<file path="config.mk">
export PLATFORM = sky130hd
export DESIGN_NAME = tablet_fill_ctrl_flat
export DESIGN_NICKNAME = d
export VERILOG_FILES = /design/src/rtl/tablet_fill_ctrl_if.sv /design/src/rtl/tablet_fill_ctrl.sv /design/src/flat_wrapper.sv
export SDC_FILE = /design/constraint.sdc
export NUM_CORES = 1
export LEC_CHECK = 0
export CAP_MARGIN = 20
export CORE_ASPECT_RATIO = 0.8
export CORE_MARGIN = 4
export CORE_UTILIZATION = 30
export DETAILED_ROUTE_END_ITERATION = 8
export MAX_ROUTING_LAYER = met4
export PLACE_DENSITY = 0.49
export SYNTH_ARGS = -nofsm -noshare
export SYNTH_HDL_FRONTEND = slang
export SYNTH_SLANG_ARGS = --single-unit
</file>
<file path="constraint.sdc">
create_clock -name cp -period 7.3 [get_ports cp]
set_input_delay 1.46 -clock cp [delete_from_list [all_inputs] [get_ports cp]]
set_output_delay 1.46 -clock cp [all_outputs]
set_load 0.005 [all_outputs]
</file>
<file path="src/rtl/tablet_fill_ctrl_if.sv">
// Front-panel bundle between the switch inputs and the display/scan logic.
//   set_a, set_b : digit increment buttons (levels)
//   run, pause   : batch run / freeze controls
//   set_val, cur : tablets per bottle, tablets in current bottle
//   bot_num, sum : bottles completed this batch, saturating total since reset
//   result, warning, green, red, bot_done, batch_done : status lamps/strobes
// master = panel side (drives the buttons), slave = sequencer side.
interface tablet_fill_ctrl_if #(
    parameter int SUM_W = 10
);
    logic             set_a;
    logic             set_b;
    logic             run;
    logic             pause;
    logic [6:0]       set_val;
    logic [6:0]       cur;
    logic [7:0]       bot_num;
    logic [SUM_W-1:0] sum;
    logic             result;
    logic             warning;
    logic             green;
    logic             red;
    logic             bot_done;
    logic             batch_done;

    modport master (
        output set_a, set_b, run, pause,
        input  set_val, cur, bot_num, sum, result, warning,
               green, red, bot_done, batch_done
    );

    modport slave (
        input  set_a, set_b, run, pause,
        output set_val, cur, bot_num, sum, result, warning,
               green, red, bot_done, batch_done
    );
endinterface

</file>
<file path="src/rtl/tablet_fill_ctrl.sv">
// Tablet-bottling sequencer.
//   cp  : clock, rising edge
//   rst : synchronous active-high reset
//   pnl : front-panel bundle (slave side), see tablet_fill_ctrl_if
// One FSM (IDLE/FILL/PAUSE/SWAP/DONE) with a tick divider for tablet
// dispensing, a dwell counter for the bottle swap, two independent decimal
// digits for the per-bottle setting and a saturating batch total.
module tablet_fill_ctrl #(
    parameter int TICK_DIV   = 100_000_000,
    parameter int BOT_TARGET = 18,
    parameter int SWAP_CYC   = 4,
    parameter int SUM_W      = 10
) (
    input  logic              cp,
    input  logic              rst,
    tablet_fill_ctrl_if.slave pnl
);
    localparam int DIV_W = $clog2(TICK_DIV);
    localparam int SW_W  = (SWAP_CYC > 1) ? $clog2(SWAP_CYC) : 1;

    typedef enum logic [2:0] {IDLE, FILL, PAUSE, SWAP, DONE} state_t;

    state_t           state_q, state_d;
    logic [3:0]       ones_q, ones_d, tens_q, tens_d;
    logic             a_q, b_q;
    logic [6:0]       set_val_q, set_val_d;
    logic [6:0]       cur_q, cur_d;
    logic [7:0]       bot_q, bot_d;
    logic [SUM_W-1:0] sum_q, sum_d;
    logic [DIV_W-1:0] div_q, div_d;
    logic [SW_W-1:0]  sw_q, sw_d;
    logic             bot_done_d;
    logic             result_q, warning_q, green_q, red_q, bot_done_q, batch_done_q;

    logic edge_a, edge_b, edges_ok, tick;

    assign edge_a   = pnl.set_a & ~a_q;
    assign edge_b   = pnl.set_b & ~b_q;
    assign edges_ok = (state_q == IDLE) || (state_q == PAUSE);
    assign tick     = (div_q == DIV_W'(TICK_DIV - 1));

    always_comb begin
        state_d    = state_q;
        ones_d     = ones_q;
        tens_d     = tens_q;
        cur_d      = cur_q;
        bot_d      = bot_q;
        sum_d      = sum_q;
        div_d      = div_q;
        sw_d       = sw_q;
        bot_done_d = 1'b0;

        if (edges_ok && edge_a) ones_d = (ones_q == 4'd9) ? '0 : ones_q + 4'd1;
        if (edges_ok && edge_b) tens_d = (tens_q == 4'd9) ? '0 : tens_q + 4'd1;
        set_val_d = {3'b000, tens_d} * 7'd10 + {3'b000, ones_d};

        if (!pnl.run) begin
            state_d = IDLE;
            cur_d   = '0;
            bot_d   = '0;
            div_d   = '0;
            sw_d    = '0;
        end else begin
            case (state_q)
                // start check uses the registered (pre-edge) setting
                IDLE: if (!pnl.pause && set_val_q != '0) state_d = FILL;
                FILL: begin
                    if (pnl.pause) begin
                        state_d = PAUSE;
                    end else if (tick) begin
                        div_d = '0;
                        if (cur_q >= set_val_q) begin
                            state_d    = SWAP;
                            bot_d      = bot_q + 8'd1;
                            cur_d      = '0;
                            bot_done_d = 1'b1;
                        end else begin
                            cur_d = cur_q + 7'd1;
                            if (sum_q != '1) sum_d = sum_q + SUM_W'(1);
                        end
                    end else begin
                        div_d = div_q + DIV_W'(1);
                    end
                end
                PAUSE: if (!pnl.pause) state_d = FILL;
                SWAP: begin
                    if (sw_q == SW_W'(SWAP_CYC - 1)) begin
                        sw_d    = '0;
                        div_d   = '0;
                        state_d = (bot_q == 8'(BOT_TARGET)) ? DONE : FILL;
                    end else begin
                        sw_d = sw_q + SW_W'(1);
                    end
                end
                DONE:    state_d = DONE;
                default: state_d = IDLE;
            endcase
        end
    end

    always_ff @(posedge cp) begin
        if (rst) begin
            state_q      <= IDLE;
            ones_q       <= '0;
            tens_q       <= '0;
            a_q          <= 1'b0;
            b_q          <= 1'b0;
            set_val_q    <= '0;
            cur_q        <= '0;
            bot_q        <= '0;
            sum_q        <= '0;
            div_q        <= '0;
            sw_q         <= '0;
            result_q     <= 1'b0;
            warning_q    <= 1'b0;
            green_q      <= 1'b0;
            red_q        <= 1'b1;
            bot_done_q   <= 1'b0;
            batch_done_q <= 1'b0;
        end else begin
            state_q      <= state_d;
            ones_q       <= ones_d;
            tens_q       <= tens_d;
            a_q          <= pnl.set_a;
            b_q          <= pnl.set_b;
            set_val_q    <= set_val_d;
            cur_q        <= cur_d;
            bot_q        <= bot_d;
            sum_q        <= sum_d;
            div_q        <= div_d;
            sw_q         <= sw_d;
            // compare flags are taken from the registered values, one cycle behind
            result_q     <= (cur_q == set_val_q) && (set_val_q != '0);
            warning_q    <= (cur_q > set_val_q);
            green_q      <= (state_d == FILL) || (state_d == SWAP);
            red_q        <= !((state_d == FILL) || (state_d == SWAP));
            bot_done_q   <= bot_done_d;
            batch_done_q <= (state_d == DONE);
        end
    end

    assign pnl.set_val    = set_val_q;
    assign pnl.cur        = cur_q;
    assign pnl.bot_num    = bot_q;
    assign pnl.sum        = sum_q;
    assign pnl.result     = result_q;
    assign pnl.warning    = warning_q;
    assign pnl.green      = green_q;
    assign pnl.red        = red_q;
    assign pnl.bot_done   = bot_done_q;
    assign pnl.batch_done = batch_done_q;
endmodule
</file>
<file path="src/flat_wrapper.sv">
// flat-port wrapper written by rule: the top's interface ports become plain ports
module tablet_fill_ctrl_flat 
#(
    parameter int TICK_DIV   = 100_000_000,
    parameter int BOT_TARGET = 18,
    parameter int SWAP_CYC   = 4,
    parameter int SUM_W      = 10
)
  (cp, rst, pnl_set_a, pnl_set_b, pnl_run, pnl_pause, pnl_set_val, pnl_cur, pnl_bot_num, pnl_sum, pnl_result, pnl_warning, pnl_green, pnl_red, pnl_bot_done, pnl_batch_done);
  tablet_fill_ctrl_if #(.SUM_W(SUM_W)) pnl_i ();
  input  logic cp;
  input  logic rst;
  input wire logic [$bits(pnl_i.set_a)-1:0] pnl_set_a;
  input wire logic [$bits(pnl_i.set_b)-1:0] pnl_set_b;
  input wire logic [$bits(pnl_i.run)-1:0] pnl_run;
  input wire logic [$bits(pnl_i.pause)-1:0] pnl_pause;
  output wire logic [$bits(pnl_i.set_val)-1:0] pnl_set_val;
  output wire logic [$bits(pnl_i.cur)-1:0] pnl_cur;
  output wire logic [$bits(pnl_i.bot_num)-1:0] pnl_bot_num;
  output wire logic [$bits(pnl_i.sum)-1:0] pnl_sum;
  output wire logic [$bits(pnl_i.result)-1:0] pnl_result;
  output wire logic [$bits(pnl_i.warning)-1:0] pnl_warning;
  output wire logic [$bits(pnl_i.green)-1:0] pnl_green;
  output wire logic [$bits(pnl_i.red)-1:0] pnl_red;
  output wire logic [$bits(pnl_i.bot_done)-1:0] pnl_bot_done;
  output wire logic [$bits(pnl_i.batch_done)-1:0] pnl_batch_done;
  assign pnl_i.set_a = pnl_set_a;
  assign pnl_i.set_b = pnl_set_b;
  assign pnl_i.run = pnl_run;
  assign pnl_i.pause = pnl_pause;
  assign pnl_set_val = pnl_i.set_val;
  assign pnl_cur = pnl_i.cur;
  assign pnl_bot_num = pnl_i.bot_num;
  assign pnl_sum = pnl_i.sum;
  assign pnl_result = pnl_i.result;
  assign pnl_warning = pnl_i.warning;
  assign pnl_green = pnl_i.green;
  assign pnl_red = pnl_i.red;
  assign pnl_bot_done = pnl_i.bot_done;
  assign pnl_batch_done = pnl_i.batch_done;
  tablet_fill_ctrl #(.TICK_DIV(TICK_DIV), .BOT_TARGET(BOT_TARGET), .SWAP_CYC(SWAP_CYC), .SUM_W(SUM_W)) u_core (.cp(cp), .rst(rst), .pnl(pnl_i));
endmodule
</file>
==> metrics.csv, run 1 <==
metric,value,unit
antenna_found_initial,0,
crit_path_max_fanout,5,
h-tree-depth,3,
clockRootBuffer,clkbuf_16,
layout_common_cells,"dfxtp_1, nor2_1, clkdlybuf4s50_1",
final_layout_size_suffix_gt1_frac,0.07103,
min_path_type,flop to flop,
synthesis.nets,519,
cp_common_cell,ha_1,
power.share.clock,0.463,
grtUsageMet1,0.1931,
synth_warnings,0,
syn_area,4218,µm²
nFillCells,1405,
port_buffers,43,
peakVddDrop,0.0001032,V
ctsHoldBuffers,0,
slowest_delay,0.69,ns
crit_arrival,4.95,ns
insertion_delay,0.33,ns
layout.nets,557,
synth_seq_cells,79,
clock-sinks,79,
path_cells,"clkdlybuf4s50_1, nor4b_1, nand2_1, a21oi_1, inv_1, ha_1, ha_1, fa_1, nand3_1, o21ai_0, xor2_1, xnor2_1, nor2_1",
grt.overflow.total,0,
p_switching,243.4,µW
grt_use_met3,0.03132,
use_met2,0.1945,
yosysUniqueCellTypes,63,
fin_setup_tns,0,ns
synth_edf_count,0,
period_needed,4.741,ns
slew_violations,0,
dp_hpwl,7682,µm
vias,3690,
io_pins,44,
worstSetupPathType,primary input to flop,
grt_pass1_wl,17500,µm
setup_viol,0,
combPwrFrac,0.088,
grt_max_degree,35,
ys.flop_type,dfxtp_1,
dp.cells,699,
rsz0062_at_grt,no,
synth_async_sr_flop_share,0,
via_per_inst,5.161,
cp-start-kind,primary input,
antenna_cells,0,
worstPathRequired,7.51,ns
numCtsBuffers,9,
clk_path_buf_depth,2,
critPathSlowestCell,nor4b_1,
post-route-period-util,0.6494,
syn_to_final_growth,21.06,%
post_cts_buffers,0,
layout_commonest_cell,dfxtp_1,
status,"finished, final reports clean",
drc,0,
end_kind,flop,
wl_per_cell,14.48,µm
ys_seq_area_frac,0.3750,
ant_nets,0,
slew_headroom,0.2514,
power.density,194.6,nW/µm²
dieArea,16030,µm²
worst_pin_slew,1.116,ns
grt_pass1_vias,3470,
place.gp.congestion,0.8385,
tritoncts,yes,
synth_cells,492,
die_y,114.1,µm
cap_violations,0,
fmax,210.9,MHz
clock_skew,0.008769,ns
p_int,750.3,µW
p_sw_frac,0.2450,
core_area,13650,µm²
p_seq_frac,0.449,
dr.pass1.iters,4,
cts_resized,0,
die_x,140.6,µm
crit_start,pnl_set_b,
totalWireLength,10350,µm
layoutNonFillerInstCount,715,
syn_area_per_cell,8.573,µm²
drt_iter0_drc,203,
start_util,0.3091,
hold_start,u_core.sw_q[1],
grt_usage,0.1363,
clk_pin_slew,0.06,ns
finalHoldViolCount,0,
r2r-start,u_core.state_q[0],
top_usage_layer,met2,
cellLeakagePower,0.001872,µW
row_count,38,
-- layer usage --
layer	vias up	wire, µm
met5	-	0
met3	8	490
li1	1861	-
met1	1747	5358
met2	74	4381
met4	0	122
-- cell usage after synthesis, drive strengths merged, types with 4 or more instances --
cell type  number  area (µm²)
a21oi          28       140.1
a31oi           6       37.54
a41o            4       40.04
and2            8       51.30
and3           15       96.34
and4            6       53.80
buf             6       51.30
clkbuf         13       48.80
dfxtp          79        1582
ha             19       237.7
inv            20       75.07
mux2i           4       40.04
nand2          31       116.4
nand2b          5       31.28
nand3          24       120.1
nand4          24       150.1
nor2           52       195.2
nor2b          19       118.9
nor3           10       55.05
nor4            7       58.81
nor4b           4       41.29
o21ai          19       95.09
o31ai           6       45.04
or3             6       38.79
or4             9       72.57
xnor2           8       70.07
xor2           20       175.2
-- metrics by stage --
stage | hold WS, ns | worst slack [ns] | area [µm²] | utilization | total power (µW)
after floorplan | 0.4400 | 3.023 | 4218 | - | 512.7
after global placement | 0.4470 | 2.263 | 4800 | 0.3517 | 542.2
after detailed placement | 0.4588 | 2.238 | 4800 | 0.3517 | 544.0
after CTS | 0.4673 | 2.586 | 5106 | 0.3742 | 1011
after global routing | 0.4980 | 2.279 | 5106 | 0.3742 | 1040
final | 0.4621 | 2.560 | 5106 | 0.3742 | 993.8
-- worst paths after layout --
kind / slack (ns) / endpoint / cells after the start
worst max-delay path: 2.56 / u_core.pnl.set_val[6] / 13
worst min register to register: 0.46 / u_core.sw_q[1] / 2
worst min-delay path: 0.46 / u_core.sw_q[1] / 2
worst max register to register: 3.66 / u_core.pnl.set_val[6] / 12
-- state kept, by name, summed over array words and instances (netlist names) --
name,flops
u_core.b_q,1
u_core.pnl.red,1
u_core.div_q,27
u_core.pnl.warning,1
u_core.tens_q,4
u_core.pnl.bot_done,1
u_core.pnl.result,1
u_core.pnl.batch_done,1
u_core.a_q,1
u_core.ones_q,3
u_core.pnl.green,1
u_core.pnl.sum,10
u_core.pnl.cur,7
u_core.state_q,3
u_core.pnl.set_val,7
u_core.pnl.bot_num,8
u_core.sw_q,2
-- layout make-up --
class / count / area (µm²) / area share
Timing Repair Buffer: 46 / 452.9 / 0.08870
Sequential cell: 79 / 1582 / 0.3097
Clock buffer: 10 / 239.0 / 0.04680
Clock inverter: 6 / 67.56 / 0.01323
Inverter: 20 / 75.07 / 0.01470
Tap cell: 180 / 225.2 / 0.04411
Multi-Input combinational cell: 374 / 2465 / 0.4827
-- power groups by stage --
stage / sequential (µW) / clock (µW) / combinational (µW)
global placement: 456 / 0 / 86.3
floorplan: 454 / 0 / 58.4
detailed placement: 456 / 0 / 87.6
CTS: 447 / 475 / 88.7
finish: 447 / 460 / 87.4
global route: 448 / 494 / 98.7
-- critical path: cells and delay by family --
kind | cells | cell delay [ns]
AO/OA/AOI/OAI | 2 | 0.54
XOR/XNOR | 2 | 0.32
adder cells (fa/ha/maj) | 3 | 1.07
buffers and inverters | 2 | 0.58
AND/OR/NAND/NOR | 4 | 0.98
-- cells by family after synthesis --
kind of cell | after synthesis | synth area share
and+or+nand+nor | 231 | 0.3076
AOI/OAI and AO/OA | 87 | 0.1344
DFF | 79 | 0.3750
buffers and inverters | 39 | 0.04153
xor gates and xnor gates | 28 | 0.05814
adders and majority gates | 21 | 0.06586
muxes | 7 | 0.01750
Power figures use the tool's default switching activity.
==> run 2: changes to the inputs <==
--- a/config.mk
+++ b/config.mk
@@ -11,7 +11,7 @@
 export CORE_UTILIZATION = 30
 export DETAILED_ROUTE_END_ITERATION = 8
 export MAX_ROUTING_LAYER = met4
-export PLACE_DENSITY = 0.49
+export PLACE_DENSITY = 0.5
 export SYNTH_ARGS = -nofsm -noshare
 export SYNTH_HDL_FRONTEND = slang
 export SYNTH_SLANG_ARGS = --single-unit
==> constraint.sdc (replaced) <==
create_clock -name cp -period 4.3 [get_ports cp]
set_input_delay 0.86 -clock cp [delete_from_list [all_inputs] [get_ports cp]]
set_output_delay 0.86 -clock cp [all_outputs]
set_load 0.005 [all_outputs]
==> run 2 against run 1 <==
  * Worst setup slack got worse by 1.9 ns
  * Combinational power is 72% higher
  * Sequential cell count unchanged
  * Register-to-register slack worse by 2.5 ns
  * Count of clock-buffer cells in the layout rose by 2
  * Critical path depth up 1
  * Cell count is 0.28% higher
  * First-iteration DRC count shrank 0.49%
  * Final area grew 0.29%
  * Largest power group unchanged
  * Highest routed layer unchanged
==> metrics.csv, run 2 (same netlist as run 1, synthesis figures left out) <==
metric,value,unit,change
status,"finished, final reports clean",,unchanged
io_pins,44,,unchanged
crit_path_max_fanout,5,,unchanged
drc,0,,unchanged
grtUsageMet1,0.1886,,was 0.1931
h-tree-depth,3,,unchanged
slew_headroom,0.4026,,was 0.2514
worst_pin_slew,0.8960,ns,was 1.116 ns
syn_to_final_growth,21.42,%,was 21.06%
post_cts_buffers,0,,unchanged
top_usage_layer,met2,,unchanged
largest-register,u_core.div_q,,unchanged
row_count,38,,unchanged
end_kind,flop,,unchanged
setup_viol,0,,unchanged
finalHoldViolCount,0,,unchanged
start_util,0.3091,,unchanged
grt_max_degree,35,,unchanged
dr.pass1.iters,5,,was 4
final_layout_size_suffix_gt1_frac,0.07263,,was 0.07103
fmax,277.5,MHz,
grt_pass1_vias,3532,,was 3470
power.density,327.9,nW/µm²,was 194.6 nW/µm²
ctsHoldBuffers,0,,unchanged
dieArea,16030,µm²,unchanged
layoutNonFillerInstCount,717,,was 715
ant_nets,0,,unchanged
vias,3694,,was 3690
antenna_cells,0,,unchanged
grt_use_met3,0.03507,,was 0.03132
post-route-period-util,0.8382,,
tritoncts,yes,,unchanged
core_area,13650,µm²,unchanged
numCtsBuffers,9,,unchanged
antenna_found_initial,0,,unchanged
rsz0062_at_grt,no,,unchanged
clock-sinks,79,,unchanged
multi_input_area,2465,µm²,unchanged
die_y,114.1,µm,unchanged
clock_skew,0.009034,ns,was 0.008769 ns
min_path_type,flop to flop,,unchanged
fin_setup_tns,0,ns,unchanged
place.gp.congestion,0.8506,,was 0.8385
crit_arrival,3.81,ns,was 4.95 ns
worstPathRequired,4.51,ns,was 7.51 ns
clk_path_buf_depth,2,,unchanged
cts_resized,0,,unchanged
nFillCells,1365,,was 1405
via_per_inst,5.152,,was 5.161
clk_pin_slew,0.06,ns,about the same
grt_pass1_wl,17480,µm,was 17500 µm
period_needed,3.604,ns,
dp.cells,702,,was 699
grt_usage,0.1363,,about the same
clockRootBuffer,clkbuf_16,,unchanged
use_met2,0.1948,,was 0.1945
slew_violations,0,,unchanged
worstSetupPathType,primary input to flop,,unchanged
cellLeakagePower,0.001886,µW,was 0.001872 µW
layout.nets,560,,was 557
cp-start-kind,primary input,,unchanged
peakVddDrop,0.0001941,V,was 0.0001032 V
layout_common_cells,"dfxtp_1, nor2_1, clkdlybuf4s50_1",,unchanged
regArea,1582,µm²,unchanged
layout_commonest_cell,dfxtp_1,,unchanged
port_buffers,43,,unchanged
dp_hpwl,7611,µm,was 7682 µm
cap_violations,0,,unchanged
grt.overflow.total,0,,unchanged
largest_reg_flops,27,,unchanged
insertion_delay,0.33,ns,about the same
drt_iter0_drc,202,,was 203
wl_per_cell,14.37,µm,was 14.48 µm
totalWireLength,10300,µm,was 10350 µm
die_x,140.6,µm,unchanged
[run 2: final cells by class]
type,count,area share
multi-input combinational,374,0.4813
sequential,79,0.3088
timing repair buffer,49,0.09284
clock buffer,12,0.05009
tap,180,0.04398
inverter,20,0.01466
clock inverter,3,0.008307
[run 2: worst paths after layout]
kind	startpoint	end	slack [ns]	cells after the start
max reg2reg	u_core.state_q[0]	u_core.pnl.set_val[6]	1.21	13
max	pnl_set_b	u_core.pnl.set_val[6]	0.70	14
min reg2reg	u_core.sw_q[1]	u_core.sw_q[1]	0.46	2
min	u_core.sw_q[1]	u_core.sw_q[1]	0.46	2
[run 2: worst max-delay path: stages]
cell and delay [ns]:
clkdlybuf4s50_1 0.47, nor4b_1 0.24, buf_4 0.19, nand2_1 0.07
a21oi_1 0.19, inv_1 0.08, ha_1 0.30, ha_1 0.21
fa_1 0.54, nand3_1 0.08, o21ai_0 0.20, xor2_1 0.19
xnor2_1 0.14, nor2_1 0.05
[run 2: per-layer routing]
metal,share of wire,wire length [µm],vias up
met3,0.051,530,11
li1,-,-,1870
met4,0.014,141,0
met1,0.52,5381,1747
met2,0.41,4246,66
met5,0,0,-
[run 2: report_power, final]
part	total, µW	internal, µW	switching (µW)
registers	757	746	11.5
logic	150	61.8	88.3
clock network	772	478	294
[run 2: per-stage QoR]
step,hold slack (ns),setup slack (ns),util,power (µW),instance area (µm²)
floorplan,0.4400,0.6230,-,870.4,4218
global placement,0.4467,0.4063,0.3534,923.0,4822
detailed placement,0.4618,0.3387,0.3534,923.8,4822
CTS,0.4696,0.6658,0.3753,1702,5121
global route,0.4969,0.3717,0.3753,1752,5121
finish,0.4629,0.6958,0.3753,1679,5121
==> run 3: changes to the inputs <==
==> constraint.sdc (replaced) <==
create_clock -name cp -period 3.3 [get_ports cp]
set_input_delay 0.66 -clock cp [delete_from_list [all_inputs] [get_ports cp]]
set_output_delay 0.66 -clock cp [all_outputs]
set_load 0.005 [all_outputs]
==> run 3 against run 2 <==
  * Via count is 1.5% higher
  * Final area is 3.2% higher
  * Total power is 32% higher
  * Worst setup slack worse by 0.35 ns
  * Clock skew is 0.0016 ns lower
  * Cell count is 2.5% higher
  * Clock power is 30% higher
==> metrics.csv, run 3 (same netlist as run 1, synthesis figures left out) <==
metric,value,unit,change
drt_iter0_drc,230,,was 202
clk_pin_slew,0.06,ns,about the same
slowest_delay,0.57,ns,was 0.54 ns
nFillCells,1389,,was 1365
fin_setup_tns,0,ns,unchanged
post_dp_cell_area,4945,µm²,was 4822 µm²
clock_skew,0.007461,ns,was 0.009034 ns
core_area,13650,µm²,unchanged
p_switching,537.3,µW,was 394.1 µW
grt.overflow.total,0,,unchanged
clockRootBuffer,clkbuf_16,,unchanged
grt_pass1_vias,3570,,was 3532
post-route-period-util,0.8939,,
pre_cts_ws,-0.3545,ns,was 0.3387 ns
antenna_cells,0,,unchanged
setup_viol,0,,unchanged
largest-register,u_core.div_q,,unchanged
finalPower,2212,µW,was 1679 µW
min_path_type,flop to flop,,unchanged
largest_reg_flops,27,,unchanged
h-tree-depth,3,,unchanged
dp_hpwl,7754,µm,was 7611 µm
ant_nets,0,,unchanged
cp-start-kind,primary input,,unchanged
fmax,339.0,MHz,
combPwrFrac,0.100,,was 0.089
drc,0,,unchanged
io_pins,44,,unchanged
grt_pass1_wl,17800,µm,was 17480 µm
path_cells,"dlymetal6s2s_1, nor4b_4, buf_4, a31o_2, a22o_1, ha_1, ha_2, fa_1, nand3_1, o21ai_2, xor2_1, xnor2_1, nor2_1",,"was clkdlybuf4s50_1, nor4b_1, buf_4, nand2_1, a21oi_1, inv_1, ha_1, ha_1, fa_1, nand3_1, o21ai_0, xor2_1, xnor2_1, nor2_1"
tritoncts,yes,,unchanged
power.share.clock,0.453,,was 0.460
dr.pass1.iters,4,,was 5
grt_max_degree,32,,was 35
clk_path_buf_depth,2,,unchanged
dp.cells,718,,was 702
cellLeakagePower,0.001992,µW,was 0.001886 µW
p_seq_frac,0.446,,was 0.451
syn_to_final_growth,25.27,%,was 21.42%
clock-sinks,79,,unchanged
vias,3748,,was 3694
period_needed,2.950,ns,
worstSetupPathType,primary input to flop,,unchanged
worst_pin_slew,0.6450,ns,was 0.8960 ns
insertion_delay,0.34,ns,was 0.33 ns
row_count,38,,unchanged
slew_headroom,0.5643,,was 0.4026
die_y,114.1,µm,unchanged
via_per_inst,5.099,,was 5.152
crit_arrival,3.17,ns,was 3.81 ns
layoutNonFillerInstCount,735,,was 717
end_kind,flop,,unchanged
layout_common_cells,"dfxtp_1, nor2_1, clkdlybuf4s50_1",,unchanged
finalHoldViolCount,0,,unchanged
layout_commonest_cell,dfxtp_1,,unchanged
die_x,140.6,µm,unchanged
fin_area,5284,µm²,was 5121 µm²
p_sw_frac,0.2429,,was 0.2347
rsz0062_at_grt,no,,unchanged
power.density,418.6,nW/µm²,was 327.9 nW/µm²
port_buffers,43,,unchanged
start_util,0.3091,,unchanged
cap_violations,0,,unchanged
totalWireLength,10460,µm,was 10300 µm
crit_path_max_fanout,5,,unchanged
grt_usage,0.1386,,was 0.1363
critPathSlowestCell,fa_1,,unchanged
status,"finished, final reports clean",,unchanged
wl_per_cell,14.23,µm,was 14.37 µm
place.gp.congestion,0.8258,,was 0.8506
antenna_found_initial,0,,unchanged
final_layout_size_suffix_gt1_frac,0.1135,,was 0.07263
peakVddDrop,0.0002370,V,was 0.0001941 V
p_int,1674,µW,was 1285 µW
dieArea,16030,µm²,unchanged
layout.nets,578,,was 560
worstPathRequired,3.52,ns,was 4.51 ns
numCtsBuffers,9,,unchanged
slew_violations,0,,unchanged
worst_slack,0.3501,ns,was 0.6958 ns
==> run 3: cell count changes in the layout (fill, tap and decap cells not counted), sizes merged <==
cell           change
buf               +18
clkbuf             -2
clkdlybuf4s50      -1
clkinv             +1
clkinvlp           +1
dlymetal6s2s       +1
==> run 3: what timing repair did <==
action,CTS,global route
setup buffers,0,2
endpoints found under the setup margin,1,1
pin swaps,0,10
hold buffers,0,0
resized for setup,1,7
==> run 3: power groups by stage <==
stage | clock [µW] | combinational [µW] | sequential (µW)
after floorplan | 0 | 130 | 1010
after global placement | 0 | 213 | 1010
after detailed placement | 0 | 217 | 1010
after CTS | 1040 | 218 | 987
after global routing | 1080 | 246 | 990
final | 1000 | 222 | 987
==> run 3: metrics by stage <==
stage | hold slack, ns | utilization
final | 0.4693 | 0.3872
after global routing | 0.5056 | 0.3872
after CTS | 0.4683 | 0.3842
after detailed placement | 0.4606 | 0.3624
after global placement | 0.4470 | 0.3624
after floorplan | 0.4400 | -
==> run 3: worst paths after layout <==
path,start,slack (ns),end,depth (start not counted)
setup / recovery,pnl_set_b,0.35,u_core.pnl.set_val[6],13
hold / removal,u_core.sw_q[1],0.47,u_core.sw_q[1],2
setup reg to reg,u_core.state_q[2],0.41,u_core.pnl.set_val[6],12
hold reg to reg,u_core.sw_q[1],0.47,u_core.sw_q[1],2
==> run 3: critical path: cells and delay by family <==
kind                     cells  cell delay (ns)
buffers and inverters        2             0.28
adder cells (fa/ha/maj)      3             1.05
AND/OR/NAND/NOR              3             0.28
AO/OA/AOI/OAI                3             0.58
XOR/XNOR                     2             0.33
==> run 3: routing by layer <==
metal	track usage	vias up	part of all wire
li1	-	1913	-
met1	0.1923	1763	0.52
met2	0.1993	56	0.43
met3	0.03299	16	0.029
met4	0.04390	0	0.018
met5	-	-	0
==> run 3: cell type report <==
class	instances	area, µm²	area share
clock buffer	10	239.0	0.04523
timing repair buffer	67	613.1	0.1160
tap	180	225.2	0.04262
sequential	79	1582	0.2993
inverter	20	75.07	0.01421
clock inverter	5	58.81	0.01113
multi-input combinational	374	2491	0.4715
